[config.mk]
export PLATFORM = sky130hd
export DESIGN_NAME = shifter_pipe
export DESIGN_NICKNAME = d
export VERILOG_FILES = /design/src/rtl/shifter_pkg.sv /design/src/rtl/shifter_stage.sv /design/src/rtl/shifter_pipe.sv
export SDC_FILE = /design/constraint.sdc
export NUM_CORES = 1
export LEC_CHECK = 0
export ABC_AREA = 1
export CAP_MARGIN = 20
export CORE_MARGIN = 5
export CORE_UTILIZATION = 30
export CTS_CLUSTER_SIZE = 40
export DETAILED_ROUTE_END_ITERATION = 8
export PLACE_DENSITY = 0.46
export SLEW_MARGIN = 20
export SYNTH_ARGS = -nofsm -noshare
export SYNTH_HDL_FRONTEND = slang
export SYNTH_SLANG_ARGS = --single-unit
[constraint.sdc]
create_clock -name clk -period 1.3 [get_ports clk]
set_clock_uncertainty 0.2 [all_clocks]
set_input_delay 0.13 -clock clk [delete_from_list [all_inputs] [get_ports clk]]
set_output_delay 0.13 -clock clk [all_outputs]
set_load 0.02 [all_outputs]
[src/rtl/shifter_pkg.sv]
// Shared types for the pipelined barrel shifter.
// SHIFTER_ROR_EN enables the rotate-right path for mode 11.
package shifter_pkg;

    typedef enum logic [1:0] {
        SLL = 2'b00,
        SRA = 2'b01,
        SRL = 2'b10,
        ROR = 2'b11
    } shift_mode_t;

    localparam int MODE_W = 2;

    function automatic logic ror_enabled();
`ifdef SHIFTER_ROR_EN
        return 1'b1;
`else
        return 1'b0;
`endif
    endfunction

endpackage

[src/rtl/shifter_stage.sv]
// One conditional power-of-two shift step plus its pipeline register.
// SHIFTER_ROR_EN selects whether the rotate wrap path exists.
module shifter_stage
    import shifter_pkg::*;
#(
    parameter int WIDTH = 16,
    parameter int STEP  = 1,
    localparam int SHW  = $clog2(WIDTH)
) (
    input  logic             clk,
    input  logic             rst,
    input  logic             adv,
    input  logic             in_valid,
    input  logic [WIDTH-1:0] in_data,
    input  logic [SHW-1:0]   in_amt,
    input  shift_mode_t      in_mode,
    input  logic             in_msb,
    output logic             out_valid,
    output logic [WIDTH-1:0] out_data,
    output logic [SHW-1:0]   out_amt,
    output shift_mode_t      out_mode,
    output logic             out_msb
);

    localparam int K = $clog2(STEP);

    typedef struct packed {
        logic             valid;
        logic             msb;
        shift_mode_t      mode;
        logic [SHW-1:0]   amt;
        logic [WIDTH-1:0] data;
    } stage_t;

    stage_t           r;
    logic [WIDTH-1:0] shifted;

    always_comb begin
        shifted = in_data;
        if (in_amt[K]) begin
            unique case (in_mode)
                SLL: shifted = in_data << STEP;
                SRL: shifted = in_data >> STEP;
                // Fill comes from the operand MSB captured at entry
                SRA: shifted = {{STEP{in_msb}}, in_data[WIDTH-1:STEP]};
`ifdef SHIFTER_ROR_EN
                ROR: shifted = {in_data[STEP-1:0], in_data[WIDTH-1:STEP]};
`else
                ROR: shifted = in_data;
`endif
                default: shifted = in_data;
            endcase
        end
    end

    always_ff @(posedge clk) begin
        if (rst) begin
            r <= '0;
        end else if (adv) begin
            r.valid <= in_valid;
            r.msb   <= in_msb;
            r.mode  <= in_mode;
            r.amt   <= in_amt;
            r.data  <= shifted;
        end
    end

    assign out_valid = r.valid;
    assign out_data  = r.data;
    assign out_amt   = r.amt;
    assign out_mode  = r.mode;
    assign out_msb   = r.msb;

endmodule

[src/rtl/shifter_pipe.sv]
// Pipelined shift/rotate unit, one power-of-two step per stage.
// SHIFTER_ROR_EN builds rotate-right; otherwise mode 11 passes through.
module shifter_pipe
    import shifter_pkg::*;
#(
    parameter int WIDTH = 16,
    localparam int SHW  = $clog2(WIDTH)
) (
    input  logic              clk,
    input  logic              rst,
    input  logic              In_Valid,
    output logic              In_Ready,
    input  logic [WIDTH-1:0]  Shift_In,
    input  logic [SHW-1:0]    Shift_Val,
    input  logic [MODE_W-1:0] Mode,
    output logic              Out_Valid,
    input  logic              Out_Ready,
    output logic [WIDTH-1:0]  Shift_Out,
    output logic [MODE_W-1:0] Out_Mode
);

    logic             v   [SHW+1];
    logic [WIDTH-1:0] d   [SHW+1];
    logic [SHW-1:0]   a   [SHW+1];
    shift_mode_t      m   [SHW+1];
    logic             s   [SHW+1];
    logic             adv;
    logic             unused_tail;

    assign adv      = Out_Ready | ~Out_Valid;
    assign In_Ready = adv;

    assign v[0] = In_Valid;
    assign d[0] = Shift_In;
    assign m[0] = shift_mode_t'(Mode);
    assign s[0] = Shift_In[WIDTH-1];
    // Without the wrap path, ROR degenerates to a zero-amount pass
    assign a[0] = (m[0] == ROR && !ror_enabled()) ? '0 : Shift_Val;

    for (genvar k = 0; k < SHW; k++) begin : g_stage
        shifter_stage #(
            .WIDTH (WIDTH),
            .STEP  (1 << k)
        ) u_stage (
            .clk       (clk),
            .rst       (rst),
            .adv       (adv),
            .in_valid  (v[k]),
            .in_data   (d[k]),
            .in_amt    (a[k]),
            .in_mode   (m[k]),
            .in_msb    (s[k]),
            .out_valid (v[k+1]),
            .out_data  (d[k+1]),
            .out_amt   (a[k+1]),
            .out_mode  (m[k+1]),
            .out_msb   (s[k+1])
        );
    end

    assign Out_Valid   = v[SHW];
    assign Shift_Out   = d[SHW];
    assign Out_Mode    = m[SHW];
    assign unused_tail = ^{a[SHW], s[SHW]};

endmodule
==> impl_results.md <==
* Crit Reg-Reg Endpoint: g_stage[1].u_stage.out_data[10]
* Synth area leaders: dfxtp_1, a21oi_1, o21ai_0
* Tmin final at 1353 ps
* Final Cycle Share at 1.041
* Clock Sinks at 85
* Netlist cell types at 25
* Hold Crit Depth at 5
* Yosys warns at 0
* Synth async-reset ratio at 0
* Die width at 139.6 um
* Register area share after synthesis at 0.3376
* Critical path class: reg -> reg
* GRT overflow at 0
* Comb pwr share at 0.204
* Hold EP: g_stage[0].u_stage.out_mode[0]
* Rows at 47
* Slew Viols, Final at 0
* Total iterations of the first detailed-routing run at 4
* #FFs+latches synth at 85
* First-pass GRT wire length at 24580 um
* Power density cells at 1055 nW/um^2
* Synthesized area per cell at 6.675 um^2
* R2r startpoint: g_stage[0].u_stage.out_mode[0]
* Max VDD drop at 0.0005854 V
* Post-synth top area share at 0.3376
* GPL Wtd Cong at 0.8319
* Drt drc at 0
* Setup slack, reg-to-reg at -50 ps
* Final wirelength at 14640 um
* Startpoint Class: flip-flop
* Hold_ws at 132.7 ps
* Final worst slack at -52.66 ps
* Layout cell share with drive strength beyond 1 at 0.2675
* CTS buffer count at 9
* Cell repeated most along the worst path: a21oi_2
* Critical Path RT at 1330 ps
* Max FO, Critical Path at 8
* NetSw at 2.127 mW
* Final hold viol count at 0
* Top cells by count, synth: nand2_1, a21oi_1, o21ai_0
* Maximum buffer depth of the clock tree at 2
* Clock Pin Slew Worst Setup and Hold Paths at 70 ps
* Core Util, Final at 0.4041
* Setup Viol. Count Final at 15
* Int Power at 4.919 mW
* Cells on worst reg2reg path at 6
* Vias in the first global route at 4999
* # hold bufs at CTS at 0
* Pleak at 2.734 nW
* Layout area overhead at 32.50%
* CTS root buf: clkbuf_16
* Hpwl dp at 10370 um
* Drt wl/cell at 14.14 um
* Violated checks: negative setup slack
* Inserted Diodes at 0
* Via count of the routed design at 5095
* Critical path's slowest cell: dfxtp_4
* FF+latch area at 1727 um^2
* Ports at 46
* Sequential power share at 0.418
* Buffers on Ports at 45
* Tightest Pin Transition at 290.0 ps
* Critical Path AT at 1380 ps
* Die ar. at 19490 um^2
* HP Class: in -> reg
* Pin count of the biggest net entering global routing at 63
* Die height at 139.6 um
* Top-count cell post-synth: nand2_1
* Post-route antenna net violation count at 0
* Multi-input logic area at 2851 um^2
* Initial antenna violation count at 0
* CTS tree: built
* Initial Utilization at 0.3050
* Mapped Area at 5040 um^2
* Tot Pwr at 7.046 mW
* Sw Share at 0.3019
* Status: finished, violations left
* Total core area at 16520 um^2
* Setup TNS at -283.4 ps
* Post-synthesis net count at 781
* Post-Place Setup Slack at -362.6 ps
* Clk_lat worst skew at 350 ps
* GRT Util Overall at 0.1501
* Clock power frac at 0.378
* # fillers at 1692
* CP max stage delay at 390 ps
* Top_reg_cell synth: dfxtp_1
* Post-synth EDFFs at 0
* Worst rel slew slack at 0.8064
* Mapped Cells at 755
* Routed vias/inst at 4.923
* Fmax at 0.7393 GHz
* Yosys top cell by area: dfxtp_1
* Number of max-cap violations at 0
* Initial DRC count at 347
* Crit path capture type: flip-flop
* Nets at 836
* RSZ-0062 raised after global routing: yes
* Cells along the critical path: buf_12 > nor2_4 > buf_6 > a21oi_2 > nand2_1 > a21oi_2
* Min-delay src: Mode[0]
* H-tree depth at 3
-- cells in the final DEF, fill, tap and decap left out, types with 6 or more instances in the layout --
master / synthesis / layout
nand3_1: 88 / 80
buf_6: 14 / 9
buf_4: 24 / 40
a21oi_1: 109 / 76
buf_12: 0 / 18
o21ai_2: 7 / 16
nand3_2: 1 / 6
inv_1: 82 / 80
clkdlybuf4s50_1: 0 / 23
o21ai_1: 1 / 35
o21ai_0: 103 / 59
nor2_1: 38 / 36
clkbuf_16: 0 / 11
a21oi_2: 17 / 50
dfxtp_1: 85 / 75
nand2_1: 133 / 128
nand2_4: 2 / 6
nand2_2: 8 / 6
buf_2: 13 / 16
-- worst max path at each step --
stage	from	endpoint	slack, ps	depth (start not counted)
2_1_floorplan	g_stage[3].u_stage.out_valid	g_stage[0].u_stage.out_data[0]	0.7	5
3_3_place_gp	Out_Ready	In_Ready	-360	4
3_5_place_dp	Mode[0]	g_stage[0].u_stage.out_data[9]	-360	8
4_1_cts	g_stage[1].u_stage.out_mode[0]	g_stage[2].u_stage.out_data[13]	-40	6
5_1_grt	g_stage[0].u_stage.out_mode[0]	g_stage[1].u_stage.out_data[11]	-90	6
6_report	g_stage[0].u_stage.out_mode[0]	g_stage[1].u_stage.out_data[10]	-50	6
-- worst max-delay path: cells and delay by family, from the launching register on --
family | cells | cell delay, ps
flip-flops | 1 | 390
buffers and inverters | 2 | 310
AND/OR/NAND/NOR | 2 | 230
AO/OA/AOI/OAI | 2 | 120
-- power groups by stage --
stage | clock network, mW | registers, mW | logic [mW]
CTS | 2.76 | 2.94 | 1.32
floorplan | 0 | 2.92 | 0.855
global route | 2.85 | 2.97 | 1.60
finish | 2.66 | 2.94 | 1.44
global placement | 0 | 2.99 | 1.28
detailed placement | 0 | 2.99 | 1.29
-- area by class of cell --
| type | instances | share of cell area |
|---|---|---|
| inverters | 85 | 0.04909 |
| clock buffers | 10 | 0.03429 |
| repair buffers | 114 | 0.1791 |
| clock inverters | 6 | 0.01068 |
| well taps | 220 | 0.04122 |
| flip-flops and latches | 85 | 0.2586 |
| multi-input cells | 515 | 0.4270 |
-- flip-flops by register name, summed over array words and instances, names as in the netlist --
signal	flops
g_stage.u_stage.out_mode	8
g_stage.u_stage.out_amt	6
g_stage.u_stage.out_valid	4
g_stage.u_stage.out_data	64
g_stage.u_stage.out_msb	3
-- kinds of logic after synthesis --
| group | share of synthesized area |
|---|---|
| simple gates | 0.2510 |
| compound gates | 0.2532 |
| buf+inv | 0.1581 |
| flops | 0.3376 |
-- what timing repair did --
action | CTS | global route
cloned | 0 | 2
gates resized for setup | 95 | 129
pin swaps | 4 | 25
buffers inserted | 1 | 4
setup endpoints to repair | 69 | 88
-- stage by stage --
stage	cell area, um^2	instances
2_1_floorplan	5041	755
3_3_place_gp	5972	1012
3_5_place_dp	5972	1012
4_1_cts	6385	1029
5_1_grt	6678	1035
6_report	6678	1035
-- layer usage --
| metal | track usage | vias up | part of all wire |
|---|---|---|---|
| met5 | 0 | - | 0 |
| met4 | 0.04131 | 0 | 0.0085 |
| met3 | 0.02676 | 6 | 0.034 |
| met2 | 0.2384 | 91 | 0.46 |
| met1 | 0.2100 | 2412 | 0.50 |
| li1 | - | 2586 | - |
Note: power is estimated with default switching activity, not from simulation.
